[src/rtl/channel_mixer.sv]
// channel_mixer: time-multiplexed NUM_CH-voice mixer with per-channel gain,
// attack/release ramps, saturating output and a strobe/valid handshake.
module channel_mixer #(
  parameter int unsigned NUM_CH    = 4,
  parameter int unsigned SAMPLE_W  = 8,
  parameter int unsigned FREQ_W    = 12,
  parameter int unsigned GAIN_W    = 4,
  parameter int unsigned OUT_SHIFT = GAIN_W + $clog2(NUM_CH)
) (
  input  logic                       clk,
  input  logic                       rst_n,
  input  logic                       sample_tick,
  input  logic [NUM_CH*SAMPLE_W-1:0] chl_in,
  input  logic [NUM_CH*FREQ_W-1:0]   freq_in,
  input  logic [NUM_CH*GAIN_W-1:0]   gain_in,
  output logic [SAMPLE_W-1:0]        sound_out,
  output logic                       sound_valid,
  output logic                       busy,
  output logic                       overrun
);

  localparam int unsigned IDX_W  = $clog2(NUM_CH);
  localparam int unsigned PROD_W = SAMPLE_W + GAIN_W + 1;
  localparam int unsigned ACC_W  = SAMPLE_W + GAIN_W + IDX_W + 1;

  localparam logic signed [ACC_W-1:0] SAT_MAX =
    {{(ACC_W - SAMPLE_W + 1){1'b0}}, {(SAMPLE_W - 1){1'b1}}};
  localparam logic signed [ACC_W-1:0] SAT_MIN = ~SAT_MAX;

  typedef enum logic [1:0] {
    S_IDLE,
    S_ACCUM,
    S_OUTPUT
  } state_e;

  state_e                     state_q, state_d;
  logic [IDX_W-1:0]           idx_q, idx_d;
  logic signed [ACC_W-1:0]    acc_q, acc_d;
  logic signed [SAMPLE_W-1:0] smp_q  [NUM_CH];
  logic signed [SAMPLE_W-1:0] smp_d  [NUM_CH];
  logic [GAIN_W-1:0]          wgt_q  [NUM_CH];
  logic [GAIN_W-1:0]          wgt_d  [NUM_CH];
  logic [GAIN_W-1:0]          ramp_q [NUM_CH];
  logic [GAIN_W-1:0]          ramp_d [NUM_CH];
  logic [SAMPLE_W-1:0]        sound_out_q, sound_out_d;
  logic                       sound_valid_q, sound_valid_d;
  logic                       busy_q, busy_d;
  logic                       overrun_q, overrun_d;

  logic [GAIN_W-1:0]          gain_c;
  logic                       active_c;
  logic signed [PROD_W-1:0]   smp_ext_c;
  logic signed [PROD_W-1:0]   wgt_ext_c;
  logic signed [PROD_W-1:0]   prod_c;
  logic signed [ACC_W-1:0]    mix_c;
  logic signed [ACC_W-1:0]    sat_c;

  // Shared multiplier for the channel selected by idx_q, plus the output clamp.
  always_comb begin
    smp_ext_c = PROD_W'(smp_q[idx_q]);
    wgt_ext_c = PROD_W'($signed({1'b0, wgt_q[idx_q]}));
    prod_c    = smp_ext_c * wgt_ext_c;
    mix_c     = acc_q >>> OUT_SHIFT;
    if (mix_c > SAT_MAX) begin
      sat_c = SAT_MAX;
    end else if (mix_c < SAT_MIN) begin
      sat_c = SAT_MIN;
    end else begin
      sat_c = mix_c;
    end
  end

  always_comb begin
    state_d       = state_q;
    idx_d         = idx_q;
    acc_d         = acc_q;
    smp_d         = smp_q;
    wgt_d         = wgt_q;
    ramp_d        = ramp_q;
    sound_out_d   = sound_out_q;
    sound_valid_d = 1'b0;
    overrun_d     = overrun_q;
    gain_c        = '0;
    active_c      = 1'b0;

    case (state_q)
      S_IDLE: begin
        if (sample_tick) begin
          // Snapshot inputs and fold the post-update ramp into a single weight.
          for (int i = 0; i < NUM_CH; i++) begin
            smp_d[i] = chl_in[i*SAMPLE_W +: SAMPLE_W];
            gain_c   = gain_in[i*GAIN_W +: GAIN_W];
            active_c = |freq_in[i*FREQ_W +: FREQ_W];
            if (active_c && (ramp_q[i] != '1)) begin
              ramp_d[i] = ramp_q[i] + 1'b1;
            end else if (!active_c && (ramp_q[i] != '0)) begin
              ramp_d[i] = ramp_q[i] - 1'b1;
            end
            wgt_d[i] = (gain_c < ramp_d[i]) ? gain_c : ramp_d[i];
          end
          acc_d   = '0;
          idx_d   = '0;
          state_d = S_ACCUM;
        end
      end
      S_ACCUM: begin
        acc_d = acc_q + ACC_W'(prod_c);
        idx_d = IDX_W'(idx_q + 1'b1);
        if (idx_q == IDX_W'(NUM_CH - 1)) begin
          state_d = S_OUTPUT;
        end
      end
      S_OUTPUT: begin
        sound_out_d   = SAMPLE_W'(sat_c);
        sound_valid_d = 1'b1;
        state_d       = S_IDLE;
      end
      default: begin
        state_d = S_IDLE;
      end
    endcase

    // A tick that lands while a mix is in flight is dropped and flagged.
    if (sample_tick && (state_q != S_IDLE)) begin
      overrun_d = 1'b1;
    end
    busy_d = (state_d != S_IDLE);
  end

  always_ff @(posedge clk) begin
    if (!rst_n) begin
      state_q       <= S_IDLE;
      idx_q         <= '0;
      acc_q         <= '0;
      sound_out_q   <= '0;
      sound_valid_q <= 1'b0;
      busy_q        <= 1'b0;
      overrun_q     <= 1'b0;
      for (int i = 0; i < NUM_CH; i++) begin
        smp_q[i]  <= '0;
        wgt_q[i]  <= '0;
        ramp_q[i] <= '0;
      end
    end else begin
      state_q       <= state_d;
      idx_q         <= idx_d;
      acc_q         <= acc_d;
      smp_q         <= smp_d;
      wgt_q         <= wgt_d;
      ramp_q        <= ramp_d;
      sound_out_q   <= sound_out_d;
      sound_valid_q <= sound_valid_d;
      busy_q        <= busy_d;
      overrun_q     <= overrun_d;
    end
  end

  assign sound_out   = sound_out_q;
  assign sound_valid = sound_valid_q;
  assign busy        = busy_q;
  assign overrun     = overrun_q;

endmodule

[config.mk]
export PLATFORM = sky130hd
export DESIGN_NAME = channel_mixer
export DESIGN_NICKNAME = d
export VERILOG_FILES = /design/src/rtl/channel_mixer.sv
export SDC_FILE = /design/constraint.sdc
export NUM_CORES = 1
export LEC_CHECK = 0
export ABC_AREA = 1
export ABC_CLOCK_PERIOD_IN_PS = 6360
export CORE_UTILIZATION = 55
export CTS_CLUSTER_SIZE = 16
export DETAILED_ROUTE_END_ITERATION = 16
export PLACE_DENSITY = 0.84
export SETUP_SLACK_MARGIN = 0.4
export SLEW_MARGIN = 15
export SYNTH_ARGS = -nofsm -noshare
export SYNTH_HDL_FRONTEND = slang
export SYNTH_SLANG_ARGS = --single-unit
[constraint.sdc]
create_clock -name clk -period 6.36 [get_ports clk]
set_clock_uncertainty 0.1 [all_clocks]
set_input_delay 1.272 -clock clk [delete_from_list [all_inputs] [get_ports clk]]
set_output_delay 1.272 -clock clk [all_outputs]
set_load 0.01 [all_outputs]
==> results.py, run 1 <==
metrics = {
    "status": {
        "status": "finished clean",
    },
    "pwr": {
        "p_int_w": 0.00119,
        "power_frac_seq_pct": 38.1,
        "ir_worst_vdd_v": 0.000136,
        "power.leakage_nw": 3.72,
        "power.density_nw_per_um2": 216,
        "comb_power_share_pct": 29.8,
        "p_total_w": 0.00179,
        "swShare_pct": 33.4,
        "switching_power_w": 0.000596,
        "pwr-share-clk_pct": 32.0,
    },
    "setup_path": {
        "cp_max_fo": 27,
        "critPathRequiredTime_ps": 6470,
        "critPathLaunchType": "register",
        "end_kind": "register",
        "rrSetupSlack_ps": 910,
        "critPathKind": "reg2reg",
        "arrival_ps": 5570,
    },
    "drt": {
        "viasPerCell": 5.35,
        "drc": 0,
        "firstDrtPassIters": 6,
        "vias": 6403,
        "totalWireLength_mm": 15.3,
        "ant_nets": 0,
        "drtIter0Drc": 517,
        "wire_per_inst_um": 12.8,
    },
    "clock_tree": {
        "cts_root_buffer": "clkbuf_16",
        "numCtsBuffers": 9,
        "htreeDepth": 3,
        "clockBufferDepth": 2,
        "clk_pin_slew_ps": 70,
        "insertion_delay_ps": 360,
        "post_cts_resized": 0,
        "cts_hold_buf": 0,
        "clkSinkCount": 94,
        "cts_tree": "yes",
        "cts_setup_buffers": 0,
    },
    "synth": {
        "synth.largest_area_cell": "dfxtp_1",
        "yosys.area.top_type_share_pct": 27.8,
        "synth.area.top_cells": "dfxtp_1 28%, fa_1 9.5%, ha_1 9.4%, nand2_1 8.4%, inv_1 8.0%",
        "yosysWarnings": 0,
        "synth_edf_count": 0,
        "async_flop_share_pct": 0,
        "synthesis.area_um2": 6770,
        "synth_nets": 1134,
        "ys_seq_area_share_pct": 27.8,
        "synthDistinctLibCells": 43,
        "syn_inst": 952,
        "avgSynthCellArea_um2": 7.11,
        "synth_top_flop_cell": "dfxtp_1",
        "ys_ff_latch": 94,
    },
    "timing": {
        "worst_pin_slew_ps": 851,
        "maxSlewViolCount": 0,
        "grt_setup_unrepaired": "false",
        "period_needed_ps": 5450,
        "setup_tns_ps": 0,
        "fin_crit_sh_pct": 85.7,
        "slew_headroom_pct": 43.2,
        "fmax_mhz": 183,
        "hold_violations": 0,
        "setup_viol": 0,
    },
    "die": {
        "die_x_um": 113,
        "row_count": 40,
        "core-area_um2": 12000,
        "die_y_um": 113,
        "die_area_um2": 12800,
        "io_pins": 110,
        "start_util_pct": 56.3,
    },
    "place": {
        "gp_congestion": 0.867,
        "post-dp-hpwl_mm": 11.5,
        "port_buffers": 109,
    },
    "grt": {
        "overflow": 0,
        "grt_pass1_wl_mm": 26.5,
        "grt_usage_pct": 25.8,
        "grt_max_degree": 81,
        "antenna_found_initial": 0,
        "grt_pass1_vias": 6046,
    },
    "final_layout": {
        "mostFrequentLayoutCell": "nand2_1",
        "syn_to_final_growth_pct": 22.1,
        "drive_above_1_share_pct": 6.10,
        "final_cell_mix": "152 x nand2_1, 144 x inv_1, 142 x nor2_1",
        "antenna_cells": 0,
        "final_nets": 1227,
    },
    "worst_hold_path": {
        "hold_path_class": "reg2reg",
    },
    "flow_run": {
        "cap_viol_max_count": 0,
    },
}
==> through the flow <==
stage / worst slack (ps) / cells / utilization, % / instance area (um^2) / hold slack, ps
after CTS: 990 / 1197 / 68.8 / 8260 / 353
after global routing: 515 / 1197 / 68.8 / 8260 / 368
after global placement: 1260 / 1181 / 66.1 / 7950 / 339
after detailed placement: 1030 / 1181 / 66.1 / 7950 / 351
after floorplan: 1820 / 952 / - / 6770 / 340
final: 908 / 1197 / 68.8 / 8260 / 351
==> final timing paths <==
check                              from  cells past startpoint                      to
setup / recovery  idx_q[0]$_SDFFE_PN0P_                     19  acc_q[12]$_SDFFE_PN0P_
hold / removal     overrun$_SDFFE_PN0P_                      2    overrun$_SDFFE_PN0P_
setup reg to reg  idx_q[0]$_SDFFE_PN0P_                     19  acc_q[12]$_SDFFE_PN0P_
hold reg to reg    overrun$_SDFFE_PN0P_                      2    overrun$_SDFFE_PN0P_
==> layer usage <==
| metal | wire length [um] | share of wire [%] | GRT usage (%) | vias up |
|---|---|---|---|---|
| li1 | - | - | - | 3245 |
| met1 | 6820 | 45 | 32.0 | 2918 |
| met2 | 7210 | 47 | 43.9 | 208 |
| met3 | 924 | 6.0 | 6.16 | 32 |
| met4 | 348 | 2.3 | 9.04 | 0 |
| met5 | 0 | 0 | 0 | - |
==> cells by family after synthesis <==
kind of cell	share of synthesized area, %
compound gates	15.8
xor+xnor	1.79
fa+ha+maj	18.9
flops	27.8
buf+inv	10.3
simple gates	25.4
==> flip-flops by register name (all words and copies together) (netlist names) <==
name         count
acc_q           15
busy             1
idx_q            2
overrun          1
ramp_q          16
smp_q           32
sound_out        8
sound_valid      1
state_q          2
wgt_q           16
==> power groups by stage <==
stage | Combinational, W | Clock (W) | Sequential (W)
5_1_grt | 0.000619 | 0.000604 | 0.000687
3_3_place_gp | 0.000512 | 0 | 0.000691
4_1_cts | 0.000534 | 0.000578 | 0.000680
3_5_place_dp | 0.000529 | 0 | 0.000692
6_report | 0.000533 | 0.000572 | 0.000681
2_1_floorplan | 0.000385 | 0 | 0.000674
==> cell type report <==
| cell class | instances | area, um^2 |
|---|---|---|
| multi-input cells | 677 | 4190 |
| clock inverters | 5 | 63.8 |
| inverters | 149 | 559 |
| fillers | 1009 | 3750 |
| clock buffers | 11 | 253 |
| well taps | 147 | 184 |
| repair buffers | 114 | 1130 |
| flip-flops and latches | 94 | 1880 |
==> cells in the mapped netlist, types with 6 or more instances <==
| library cell | number |
|---|---|
| a21oi_1 | 68 |
| buf_2 | 6 |
| clkbuf_1 | 21 |
| dfxtp_1 | 94 |
| fa_1 | 32 |
| ha_1 | 51 |
| inv_1 | 144 |
| nand2_1 | 152 |
| nand2_2 | 14 |
| nand3_1 | 52 |
| nor2_1 | 142 |
| nor3_1 | 6 |
| o211ai_1 | 7 |
| o21ai_0 | 57 |
| o21ai_1 | 16 |
| o221ai_1 | 11 |
| or2_2 | 6 |
| xor2_1 | 9 |
==> critical path, cell delays in order, from the launching register on <==
cell	delay (ps)
dfxtp_1	590
inv_2	440
nand2_1	110
a32oi_1	340
inv_2	110
nor2_1	610
fa_1	560
fa_1	490
inv_1	60
fa_1	540
inv_1	50
ha_1	350
nand2_1	80
o21a_1	180
o21ai_1	180
inv_1	70
o21ai_1	170
a21boi_0	110
o21ai_0	90
a21oi_1	90
Note: power is estimated with default switching activity, not from simulation.
==> run 2: changes to the inputs <==
- CTS_BUF_LIST: not set -> sky130_fd_sc_hd__clkbuf_4 sky130_fd_sc_hd__clkbuf_8
- MAX_ROUTING_LAYER: not set -> met4
==> run 2 against run 1 <==
Fmax hardly changed. Global-route usage is 0.49 points higher. Core utilization fell by 0.84 points. Die area unchanged. Highest routed layer unchanged.
==> results.py, run 2 (synthesized netlist as in run 1, its figures left out) <==
metrics = {
    "clock_tree": {
        "insertion_delay_ps": 390,
        "clockBufferDepth": 2,
        "numCtsBuffers": 9,
        "cts_hold_buf": 0,
        "clk_pin_slew_ps": 100,
        "cts_setup_buffers": 0,
        "cts_root_buffer": "clkbuf_8",
        "clkSinkCount": 94,
        "post_cts_resized": 0,
        "htreeDepth": 3,
        "cts_tree": "yes",
    },
    "setup_path": {
        "cp_max_fo": 27,
        "end_kind": "register",
        "critPathRequiredTime_ps": 6510,
        "rrSetupSlack_ps": 910,
        "arrival_ps": 5600,
        "critPathLaunchType": "register",
        "critPathKind": "reg2reg",
    },
    "flow_run": {
        "cap_viol_max_count": 0,
    },
    "final_layout": {
        "final_cell_mix": "152 x nand2_1, 144 x inv_1, 142 x nor2_1",
        "reg.largest.list": "smp_q: 32 flops, ramp_q: 16 flops, wgt_q: 16 flops",
        "largest_reg_flops": 32,
        "antenna_cells": 0,
        "n_fill_cell": 1031,
        "fin_cells": 1197,
        "register_area_um2": 1880,
        "mostFrequentLayoutCell": "nand2_1",
        "syn_to_final_growth_pct": 20.6,
        "top_register": "smp_q",
        "drive_above_1_share_pct": 6.10,
        "multiInputGateArea_um2": 4190,
        "final_nets": 1227,
    },
    "drt": {
        "wire_per_inst_um": 12.6,
        "drc": 0,
        "firstDrtPassIters": 5,
        "ant_nets": 0,
        "totalWireLength_mm": 15.0,
        "drtIter0Drc": 483,
        "viasPerCell": 5.32,
        "vias": 6366,
    },
    "die": {
        "core-area_um2": 12000,
        "row_count": 40,
        "die_y_um": 113,
        "die_area_um2": 12800,
        "die_x_um": 113,
        "io_pins": 110,
        "start_util_pct": 56.3,
    },
    "grt": {
        "grt_pass1_vias": 6036,
        "grt_pass1_wl_mm": 26.4,
        "overflow": 0,
        "antenna_found_initial": 0,
        "grt_max_degree": 81,
        "grt_usage_pct": 26.2,
    },
    "timing": {
        "grt_setup_unrepaired": "false",
        "setup_viol": 0,
        "fin_ws_ps": 907,
        "hold_violations": 0,
        "slew_headroom_pct": 43.2,
        "period_needed_ps": 5450,
        "fmax_mhz": 183,
        "maxSlewViolCount": 0,
        "whs_ps": 366,
        "worst_pin_slew_ps": 851,
        "setup_tns_ps": 0,
        "fin_crit_sh_pct": 85.7,
    },
    "status": {
        "status": "finished clean",
    },
    "pwr": {
        "power.leakage_nw": 3.68,
        "ir_worst_vdd_v": 0.000117,
        "power.density_nw_per_um2": 202,
    },
    "place": {
        "place_ws_ps": 1030,
        "dpl.cell_count": 1181,
        "post-dp-hpwl_mm": 11.5,
        "gp_congestion": 0.881,
        "port_buffers": 109,
    },
    "worst_hold_path": {
        "hold_path_class": "reg2reg",
    },
}
==> run 2: cell counts in the layout (fill, tap and decap cells not counted) <==
No cell type changed its count.
==> run 2: worst paths after layout <==
path | start | endpoint | depth (start not counted)
worst max register to register | idx_q[0]$_SDFFE_PN0P_ | acc_q[12]$_SDFFE_PN0P_ | 19
worst max-delay path | idx_q[0]$_SDFFE_PN0P_ | acc_q[12]$_SDFFE_PN0P_ | 19
worst min register to register | overrun$_SDFFE_PN0P_ | overrun$_SDFFE_PN0P_ | 2
worst min-delay path | overrun$_SDFFE_PN0P_ | overrun$_SDFFE_PN0P_ | 2
==> run 2: per-layer routing <==
metal  GRT usage [%]  wire length (um)  vias up
met1            32.0              6850     2924
met4            7.81               248        0
met3            5.62               832       26
li1                -                 -     3245
met2            43.7              7110      171
met5               -                 0        -
==> run 2: through the flow <==
| step | area, um^2 | util, % | power, W |
|---|---|---|---|
| final | 8160 | 67.9 | 0.00164 |
| after global routing | 8160 | 67.9 | 0.00177 |
| after CTS | 8160 | 67.9 | 0.00165 |
| after detailed placement | 7950 | 66.1 | 0.00122 |
| after global placement | 7950 | 66.1 | 0.00120 |
| after floorplan | 6770 | - | 0.00106 |
==> run 2: worst max-delay path, cell delays in order (launching register included) <==
cell,delay (ps)
dfxtp_1,590
inv_2,440
nand2_1,110
a32oi_1,350
inv_2,120
nor2_1,590
fa_1,560
fa_1,490
inv_1,60
fa_1,540
inv_1,50
ha_1,350
nand2_1,80
o21a_1,180
o21ai_1,170
inv_1,70
o21ai_1,170
a21boi_0,110
o21ai_0,90
a21oi_1,80
==> run 2: final cells by class <==
| cell class | instances | area share (%) |
|---|---|---|
| multi-input combinational | 677 | 51.4 |
| timing repair buffer | 114 | 13.8 |
| inverter | 149 | 6.85 |
| clock inverter | 5 | 0.782 |
| tap | 147 | 2.25 |
| sequential | 94 | 23.1 |
| clock buffer | 11 | 1.86 |
==> run 2: where the power goes <==
group | leakage [nW] | switching [W] | total [W] | internal, W
registers | 0.772 | 0.0000452 | 0.000680 | 0.000635
clock network | 0.107 | 0.000225 | 0.000432 | 0.000207
logic | 2.80 | 0.000307 | 0.000532 | 0.000225
==> run 3: changes to the inputs <==
- CTS_CLUSTER_SIZE: 16 -> not set
- RECOVER_POWER: not set -> 50
==> run 3 against run 2 <==
The run now ends with capacitance limit, slew limit left. Core utilization hardly changed. Power hardly changed. Non-clock buffer count stayed put. Clock-buffer cell count stayed put. Routed wire length hardly changed. Combinational power hardly changed. Via count hardly changed. Global-route usage stayed put. Clock power hardly changed. Flip-flop and latch count stayed put. Sequential share of layout area hardly changed.
==> results.py, run 3 (synthesized netlist as in run 1, its figures left out) <==
metrics = {
    "setup_path": {
        "end_kind": "register",
        "worstSetupEndpoint": "acc_q[12]$_SDFFE_PN0P_",
        "critPathKind": "reg2reg",
        "cp_max_fo": 27,
        "arrival_ps": 5620,
        "timing.rr.start": "idx_q[0]$_SDFFE_PN0P_",
        "critPathLaunchType": "register",
        "r2r-end": "acc_q[12]$_SDFFE_PN0P_",
        "reg2reg_depth": 19,
        "critPathRequiredTime_ps": 6510,
        "cp-startpoint": "idx_q[0]$_SDFFE_PN0P_",
        "rrSetupSlack_ps": 890,
    },
    "timing": {
        "fin_ws_ps": 890,
        "maxSlewViolCount": 58,
        "slew_headroom_pct": -42.0,
        "fin_crit_sh_pct": 86.0,
        "period_needed_ps": 5470,
        "setup_viol": 0,
        "worst_pin_slew_ps": 2130,
        "fmax_mhz": 183,
        "grt_setup_unrepaired": "false",
        "hold_violations": 0,
        "setup_tns_ps": 0,
    },
    "grt": {
        "grt_usage_pct": 26.2,
        "grt_max_degree": 81,
        "overflow": 0,
        "grt_pass1_wl_mm": 26.4,
        "antenna_found_initial": 0,
        "grt_pass1_vias": 6036,
    },
    "clock_tree": {
        "cts_setup_buffers": 0,
        "clkSinkCount": 94,
        "cts_hold_buf": 0,
        "cts_root_buffer": "clkbuf_8",
        "htreeDepth": 3,
        "numCtsBuffers": 9,
        "post_cts_resized": 0,
        "insertion_delay_ps": 390,
        "clk_pin_slew_ps": 100,
        "clockBufferDepth": 2,
        "cts_tree": "yes",
    },
    "place": {
        "port_buffers": 109,
        "post-dp-hpwl_mm": 11.5,
        "gp_congestion": 0.881,
        "place_ws_ps": 1030,
    },
    "final_layout": {
        "drive_above_1_share_pct": 6.00,
        "final_nets": 1227,
        "reg.largest.list": "smp_q: 32 flops, ramp_q: 16 flops, wgt_q: 16 flops",
        "top_register": "smp_q",
        "mostFrequentLayoutCell": "nand2_1",
        "largest_reg_flops": 32,
        "final_cell_mix": "152 x nand2_1, 144 x inv_1, 142 x nor2_1",
        "syn_to_final_growth_pct": 20.5,
        "antenna_cells": 0,
    },
    "drt": {
        "viasPerCell": 5.32,
        "wire_per_inst_um": 12.6,
        "totalWireLength_mm": 15.0,
        "vias": 6364,
        "firstDrtPassIters": 5,
        "drc": 0,
        "ant_nets": 0,
        "drtIter0Drc": 494,
    },
    "status": {
        "status": "finished, violations left",
        "violations": "capacitance limit, slew limit",
    },
    "flow_run": {
        "cap_viol_max_count": 1,
    },
    "die": {
        "die_y_um": 113,
        "core-area_um2": 12000,
        "die_area_um2": 12800,
        "io_pins": 110,
        "die_x_um": 113,
        "start_util_pct": 56.3,
        "row_count": 40,
    },
    "worst_hold_path": {
        "hold_path_class": "reg2reg",
        "holdPathStages": 2,
    },
    "pwr": {
        "power.leakage_nw": 3.71,
        "ir_worst_vdd_v": 0.000117,
        "power.density_nw_per_um2": 202,
    },
}
[run 3: layout make-up]
class	count	area [um^2]
multi-input cells	677	4190
fillers	1033	3850
flip-flops and latches	94	1880
repair buffers	114	1120
inverters	149	559
well taps	147	184
clock buffers	11	151
clock inverters	5	63.8
[run 3: critical path, stage by stage, from the launching register on]
cell and delay (ps):
dfxtp_1 590, inv_2 440, nand2_1 110, a32oi_1 350, inv_2 120, nor2_1 590, fa_1 560, fa_1 490
inv_1 60, fa_1 540, inv_1 50, ha_1 350, nand2_1 80, o21a_1 180, o21ai_1 180, inv_1 70
o21ai_1 170, a21boi_0 110, o21ai_0 90, a21oi_1 80
[run 3: worst min-delay path by stage]
stage                                  endpoint  slack, ps                  start
after floorplan           acc_q[1]$_SDFFE_PN0P_        340  acc_q[1]$_SDFFE_PN0P_
after global placement     overrun$_SDFFE_PN0P_        340   overrun$_SDFFE_PN0P_
after detailed placement   overrun$_SDFFE_PN0P_        350   overrun$_SDFFE_PN0P_
after CTS                  overrun$_SDFFE_PN0P_        370   overrun$_SDFFE_PN0P_
after global routing      acc_q[2]$_SDFFE_PN0P_        400  acc_q[2]$_SDFFE_PN0P_
final                      overrun$_SDFFE_PN0P_        360   overrun$_SDFFE_PN0P_
[run 3: power breakdown]
| part | internal (W) | switching (W) |
|---|---|---|
| clock | 0.000207 | 0.000225 |
| combinational | 0.000225 | 0.000307 |
| sequential | 0.000635 | 0.0000450 |
| total | 0.00107 | 0.000577 |
[run 3: per-layer routing]
metal	wire length (um)	GRT usage, %
met4	248	7.81
met2	7100	43.7
met5	0	-
met1	6840	32.0
met3	848	5.62
[run 3: per-stage QoR]
stage          area [um^2]  std cells  total power (W)  hold slack [ps]  utilization (%)
2_1_floorplan         6770        952          0.00106              340                -
3_3_place_gp          7950       1181          0.00120              339             66.1
3_5_place_dp          7950       1181          0.00122              351             66.1
4_1_cts               8160       1197          0.00165              369             67.9
5_1_grt               8160       1197          0.00177              398             67.9
6_report              8160       1197          0.00164              362             67.9
